File: config.mk
export PLATFORM = sky130hd
export DESIGN_NAME = seq_frame_gen_1101
export DESIGN_NICKNAME = d
export VERILOG_FILES = /design/src/rtl/seq_frame_gen_1101.sv
export SDC_FILE = /design/constraint.sdc
export NUM_CORES = 1
export LEC_CHECK = 0
export ABC_AREA = 1
export BUFFER_PORTS_ARGS = -buffer_cell sky130_fd_sc_hd__buf_2
export CAP_MARGIN = 20
export CORE_MARGIN = 8
export CORE_UTILIZATION = 60
export CTS_CLUSTER_DIAMETER = 60
export DETAILED_ROUTE_END_ITERATION = 6
export PLACE_DENSITY = 0.85
export SLEW_MARGIN = 40
export SYNTH_ARGS = -nofsm -noshare
export SYNTH_HDL_FRONTEND = slang
export SYNTH_SLANG_ARGS = --single-unit
File: constraint.sdc
create_clock -name clk -period 3 [get_ports clk]
set_input_delay 0 -clock clk [delete_from_list [all_inputs] [get_ports clk]]
set_output_delay 0 -clock clk [all_outputs]
set_load 0.05 [all_outputs]
File: src/rtl/seq_frame_gen_1101.sv
// rtl/seq_frame_gen_1101.sv - serial frame transmitter: sync word, payload, optional even parity, guard zeros
module seq_frame_gen_1101 #(
    parameter int                SYNC_W       = 4,
    parameter logic [SYNC_W-1:0] SYNC         = 4'b1101,
    parameter int                DATA_W       = 8,
    parameter int                PARITY_EN    = 1,
    parameter int                GUARD_CYCLES = 2
) (
    input  logic              clk,
    input  logic              rst,
    input  logic              start,
    input  logic [DATA_W-1:0] data_in,
    output logic              ready,
    output logic              x_out,
    output logic              frame_valid,
    output logic              sync_phase,
    output logic              done
);

    localparam int SR_W   = SYNC_W + DATA_W;
    localparam int MAX_SD = (SYNC_W > DATA_W) ? SYNC_W : DATA_W;
    localparam int MAXC   = (MAX_SD > GUARD_CYCLES) ? MAX_SD : GUARD_CYCLES;
    localparam int CW     = $clog2(MAXC + 1);

    typedef enum logic [2:0] {
        ST_IDLE,
        ST_SYNC,
        ST_DATA,
        ST_PAR,
        ST_GUARD
    } state_t;

    state_t            state_q, state_d;
    logic [CW-1:0]     cnt_q, cnt_d;
    logic [SR_W-1:0]   sr_q, sr_d;
    logic              par_q, par_d;
    logic              x_q, x_d;
    logic              fv_q, fv_d;
    logic              sp_q, sp_d;
    logic              done_q, done_d;
    logic              ready_q, ready_d;

    always_ff @(posedge clk) begin
        if (rst) begin
            state_q <= ST_IDLE;
            cnt_q   <= '0;
            sr_q    <= '0;
            par_q   <= 1'b0;
            x_q     <= 1'b0;
            fv_q    <= 1'b0;
            sp_q    <= 1'b0;
            done_q  <= 1'b0;
            ready_q <= 1'b1;
        end else begin
            state_q <= state_d;
            cnt_q   <= cnt_d;
            sr_q    <= sr_d;
            par_q   <= par_d;
            x_q     <= x_d;
            fv_q    <= fv_d;
            sp_q    <= sp_d;
            done_q  <= done_d;
            ready_q <= ready_d;
        end
    end

    // Outputs are computed one edge ahead so that every port is a flop.
    // The shift register holds the remaining sync and payload bits, MSB next.
    always_comb begin
        state_d = state_q;
        cnt_d   = cnt_q;
        sr_d    = sr_q;
        par_d   = par_q;
        x_d     = 1'b0;
        fv_d    = 1'b0;
        sp_d    = 1'b0;
        done_d  = 1'b0;
        ready_d = 1'b0;
        case (state_q)
            ST_IDLE: begin
                ready_d = 1'b1;
                if (start) begin
                    state_d = ST_SYNC;
                    cnt_d   = CW'(SYNC_W - 1);
                    sr_d    = {SYNC[SYNC_W-2:0], data_in, 1'b0};
                    par_d   = ^data_in;
                    x_d     = SYNC[SYNC_W-1];
                    fv_d    = 1'b1;
                    sp_d    = 1'b1;
                    ready_d = 1'b0;
                end
            end
            ST_SYNC: begin
                x_d  = sr_q[SR_W-1];
                sr_d = {sr_q[SR_W-2:0], 1'b0};
                fv_d = 1'b1;
                if (cnt_q == '0) begin
                    state_d = ST_DATA;
                    cnt_d   = CW'(DATA_W - 1);
                    done_d  = (DATA_W == 1) && (PARITY_EN == 0);
                end else begin
                    cnt_d = cnt_q - CW'(1);
                    sp_d  = 1'b1;
                end
            end
            ST_DATA: begin
                if (cnt_q == '0) begin
                    if (PARITY_EN != 0) begin
                        state_d = ST_PAR;
                        x_d     = par_q;
                        fv_d    = 1'b1;
                        done_d  = 1'b1;
                    end else begin
                        state_d = ST_GUARD;
                        cnt_d   = CW'(GUARD_CYCLES - 1);
                    end
                end else begin
                    x_d    = sr_q[SR_W-1];
                    sr_d   = {sr_q[SR_W-2:0], 1'b0};
                    fv_d   = 1'b1;
                    cnt_d  = cnt_q - CW'(1);
                    done_d = (cnt_q == CW'(1)) && (PARITY_EN == 0);
                end
            end
            ST_PAR: begin
                state_d = ST_GUARD;
                cnt_d   = CW'(GUARD_CYCLES - 1);
            end
            ST_GUARD: begin
                if (cnt_q == '0) begin
                    state_d = ST_IDLE;
                    ready_d = 1'b1;
                end else begin
                    cnt_d = cnt_q - CW'(1);
                end
            end
            default: begin
                state_d = ST_IDLE;
                ready_d = 1'b1;
            end
        endcase
    end

    assign ready       = ready_q;
    assign x_out       = x_q;
    assign frame_valid = fv_q;
    assign sync_phase  = sp_q;
    assign done        = done_q;

endmodule

* Yosys cells after proc, flatten, opt, wreduce, memory -nomap -nowiden
Index checks and enable logic that the tools add are counted.
** Operators by class
- Muxes and demuxes :: 21
- Add/sub/neg operators :: 1
- Reduce and logical (&&, ||, !) cells :: 13
- Bitwise gates (word level) :: 1
- Eq/ne operators :: 10
** Operators with widths (count)
- $pmux W12 S3 :: 1
- $mux W12 :: 2
- $pmux W4 S4 :: 1
- $pmux W3 S5 :: 1
- $mux W3 :: 4
- $mux W4 :: 3
- $ne A2 B2 Y1 const B :: 6
- $reduce_xor A8 Y1 :: 1
- $eq A3 B2 Y1 const B :: 2
- $pmux W1 S3 :: 2
- $reduce_and A3 Y1 :: 2
- $reduce_or A2 Y1 :: 3
- $mux W1 :: 5
- $logic_not A4 Y1 :: 1
- $pmux W1 S2 :: 2
- $reduce_and A4 Y1 :: 1
- $reduce_bool A4 Y1 :: 1
- $sub A4 B1 Y4 const B :: 1
- $eq A3 B1 Y1 const B :: 1
- $eq A3 B3 Y1 const B :: 1
- $logic_not A3 Y1 :: 1
- $reduce_bool A3 Y1 :: 1
- $reduce_or A3 Y1 :: 1
- $reduce_and A2 Y1 :: 1
- $not A1 Y1 :: 1
** Storage, ports and cells
- Output and inout bits :: 5
- Bits of input ports :: 11
- Bits in registers :: 25
- Logic and storage cells :: 55

* Depth between registers and ports, before layout
- Depth after elaboration :: 4
- Depth in mapped cells :: 10
- Gate-level depth less buffers :: 10

* Worst setup path after synthesis
OpenSTA, ideal clock, no wires.
- Path kind :: reg2reg
- From :: reg cnt_q[0]
- To :: reg sr_q[10]
- Arrival time :: 1.271 ns
- Setup time :: 0.128 ns
- Path buffers :: 1
- Path slack :: 1.602 ns
- Stages on the path, launching flop included :: 10
- Required time :: 2.872 ns
- Clock period less this slack :: 1.398 ns
- Path through :: dfxtp_1 inv_1 ha_1 nand3_2 inv_2 nand2_4 nand3_4 buf_6 o21ai_1 nor2_1
** Between the ends
- Cells in the longest elaborated chain, start to end :: 3
** Ends and longest elaborated chain
- start, declared :: RTL line 34 : logic [CW-1:0] cnt_q, cnt_d;
- start signal, assigned :: RTL line 56 : cnt_q <= cnt_d;
- $logic_not A4 Y1 :: RTL line 107 : if (cnt_q == '0) begin
- $ne A2 B2 Y1 (no line)
- $reduce_and A3 Y1 (no line)
- end signal, assigned :: RTL line 57 : sr_q <= sr_d;
- end, declared :: RTL line 35 : logic [SR_W-1:0] sr_q, sr_d;
Every way passes these cells.
A chain may end at the register's enable or synchronous reset.

* Worst setup path in the final report
Same ends and word-level chain as after synthesis.

==> results <==
- The flow ran to the end, and the final reports show no timing, DRC or antenna violations.
- The clock period minus worst slack is 1600 ps.
- The type of the worst setup path is reg -> reg.
- Dividing the final minimum period by the clock period gives 53.4%.
- The number of warnings issued by yosys is 0.
- The most common cell in the synthesized netlist is nand2_1.
- The most used flip-flop cell after synthesis is dfxtp_1.
- Counting flops with a built-in enable in the synthesized netlist gives 0.
- The number of hold-slack violations in the final timing report is 0.
- The required time at the endpoint of the critical path is 3210 ps.
- The die is 65.2 microns tall.
- Sorting the synthesized cells by area gives the leading types as dfxtp_1 33%, nand2_1 17%, nor2_1 8.5%.
- The effective utilization at floorplan is 60.7%.
- The slack of the worst reg-to-reg path is 1400 ps.
- In the final timing run, aggregate negative setup slack is 0 ps.
- The I/O pin count is 16.
- The layout cell share with drive strength beyond 1 is 16.8%.
- The post-synthesis sequential element count is 24.
- The final wirelength is 2.65 mm.
- The final-report max-slew violation count came to 0.
- Setup repair after global routing left no endpoint under its margin.
- Summed over all layers, the global routing overflow is 0.
- The floorplan die area is 4250 sq um.
- Headroom to the max-slew limit came out at 72.7%.
- The number of violations reported at the end of detailed-routing iteration 0 is 72.
- The count of buffers added by post-CTS timing repair for setup is 0.
- The CTS H-tree depth is 1.
- The net count of the mapped netlist is 238.
- The gate count of the mapped netlist is 226.
- The maximum frequency from static timing analysis is 624 MHz.
- Buffers placed on the I/O ports in this run total 15.
- Summing internal, switching and leakage power gives 1.60 mW.
- The startpoint kind of the worst setup timing path is a flop.
- At the later pin of the worst-skew pair, clock insertion delay measures 310 ps.
- The final antenna diode count is 0.
- The static leakage is 0.799 nW.
- The total clock buffers created by CTS is 3.
- TritonCTS built the clock tree.
- Of all cell types, the one taking the most synthesized area is dfxtp_1.
- Counting distinct cell types in the post-synthesis netlist gives 28.
- The share of the Yosys chip area taken by registers is 33.1%.
- For this run, the detailed router's first-pass iteration total came to 4.
- For the pin with the worst max-slew slack, the measured transition is 409 ps.
- The signal on the critical path passes through inv_1 > ha_1 > nand3_2 > inv_2 > nand2_4 > nand3_4 > o21ai_1 > nor2_1.
- Entering global routing, the biggest net connects 23 pins.
- The layout has 221 filler cells.
- The floorplan has 18 rows.
- The count of final setup violators is 0.
- The placer's final routability congestion estimate is 0.868.
- The floorplan die width is 65.2 microns.
- The proportion of register bits with asynchronous set or reset after synthesis is 0%.
- The clock net in this run drives a total of 24 sinks.
- Data on the critical path arrives at its endpoint at 1820 ps.
- Relative to the synthesized area, the layout overhead comes to 5.35%.
- In the synthesized netlist, the cells that appear most often are 66 x nand2_1, 33 x nor2_1, 31 x inv_1.
- The post-route clock skew is 2.79 ps.
- The remaining antenna violation count after routing is 0.
- The number of antenna violations at the first check in global routing is 0.
- The core region area is 2390 sq um.
- In the routed layout, each cell is associated on average with a via count of 4.88.
- After clock tree synthesis, the clock-pin slew on the worst setup and hold paths is 130 ps.
- On the final layout, the worst hold slack is 6.31 ps.
- The delay of the slowest cell on the worst path is 360 ps.
- The total DRC errors in the routed layout is 0.
- In the final routed layout, each cell accounts on average for 9.90 microns.
- The top cell type by area accounts for 33.1% of the synthesized area.
- Once the clock tree was built, the resizer swapped 0 gates to a different size.
- The worst hold path class is in -> reg.
- The cell type of the slowest stage on the worst timing path is dfxtp_1.
- The number of global-route vias before repair was 1094.
- The overall via count from detail_route is 1307.
- The area of the mapped netlist is 1450 sq um.
- The worst-case IR drop observed on VDD is 0.000541 V.
- The total of hold buffers inserted after clock tree synthesis is 0.
- The power density of the placed cells is 1050 nW/um^2.
- The wire length of the first global-routing pass is 4.57 mm.
- The tool flagged a number of max-cap violations equal to 0.
- STA classifies the critical path endpoint as a flop.
- The clock passes through at most 2 buffers.
- The root buffer cell is clkbuf_4.
- The highest net fanout along the worst path is 22.
- For this run, the post-layout net count is 252.
- The final HPWL from detailed placement is 2.05 mm.
- For this run, the total global-route usage over all layers was measured as 13.0%.
- A synthesized cell averages 6.42 sq um.
worst paths after layout:
check                           startpoint         end  depth (start not counted)
worst max-delay path              cnt_q[0]    sr_q[10]                          8
worst min-delay path                   rst  state_q[2]                          2
worst max register to register    cnt_q[0]    sr_q[10]                          8
worst min register to register    cnt_q[1]    cnt_q[1]                          2
final cells by class:
type                            instances  area, sq um  share of cell area (%)
Clock buffer                            3         22.5                    1.47
Timing Repair Buffer                   15         75.1                    4.91
Tap cell                               30         37.5                    2.46
Sequential cell                        24          480                    31.4
Inverter                               37          141                    9.25
Multi-Input combinational cell        159          771                    50.5
state kept, by name (all words and copies together), names as in the netlist:
register and flops:
done 1, sync_phase 1, par_q 1, state_q 3
cnt_q 4, frame_valid 1, sr_q 11, x_out 1
ready 1
worst max-delay path: cells and delay by family (launching register included):
| kind | cells | cell delay [ps] |
|---|---|---|
| fa+ha+maj | 1 | 230 |
| simple gates | 4 | 530 |
| buf+inv | 2 | 170 |
| flops | 1 | 360 |
| compound gates | 1 | 210 |
metal layers:
layer | track usage, % | vias up | part of all wire [%]
met1 | 17.4 | 560 | 51
met5 | 0 | - | 0
met4 | 5.72 | 0 | 1.5
met3 | 2.89 | 4 | 4.5
met2 | 19.6 | 27 | 43
li1 | - | 716 | -
per-stage QoR:
step	utilization, %	setup slack (ps)	area [sq um]	instances
after floorplan	-	1600	1450	226
after global placement	63.1	1470	1510	265
after detailed placement	63.1	1420	1510	265
after CTS	64.0	1400	1530	268
after global routing	64.0	1250	1530	268
final	64.0	1400	1530	268
cells by family after synthesis:
family / Yosys count / share of synthesized area (%)
flops: 24 / 33.1
buf+inv: 43 / 13.7
simple gates: 127 / 40.2
fa+ha+maj: 1 / 0.863
xor+xnor: 3 / 1.81
compound gates: 28 / 10.3
cell usage in the layout (no fill, tap or decap):
cell type and instances:
nand4_1 1, ha_1 1, nand3_4 1, nor2_4 2
nand2_4 3, clkbuf_4 3, inv_4 1, o21ai_1 7
o21ai_0 8, nand2_2 5, xnor2_1 2, a21oi_2 1
dfxtp_1 24, a21oi_1 10, nand3_2 2, o211ai_1 1
inv_2 5, nor3_1 1, nor2_1 33, buf_2 15
inv_1 31, nand3_1 11, o21a_1 1, xor2_1 1
nor3_2 2, nand2_1 66
power by group:
part	leakage, nW	switching [mW]	internal [mW]	total (mW)
clock network	0.0138	0.0930	0.0470	0.140
logic	0.587	0.628	0.299	0.926
registers	0.199	0.0813	0.452	0.533
total	0.799	0.802	0.798	1.60
Power figures use the tool's default switching activity.
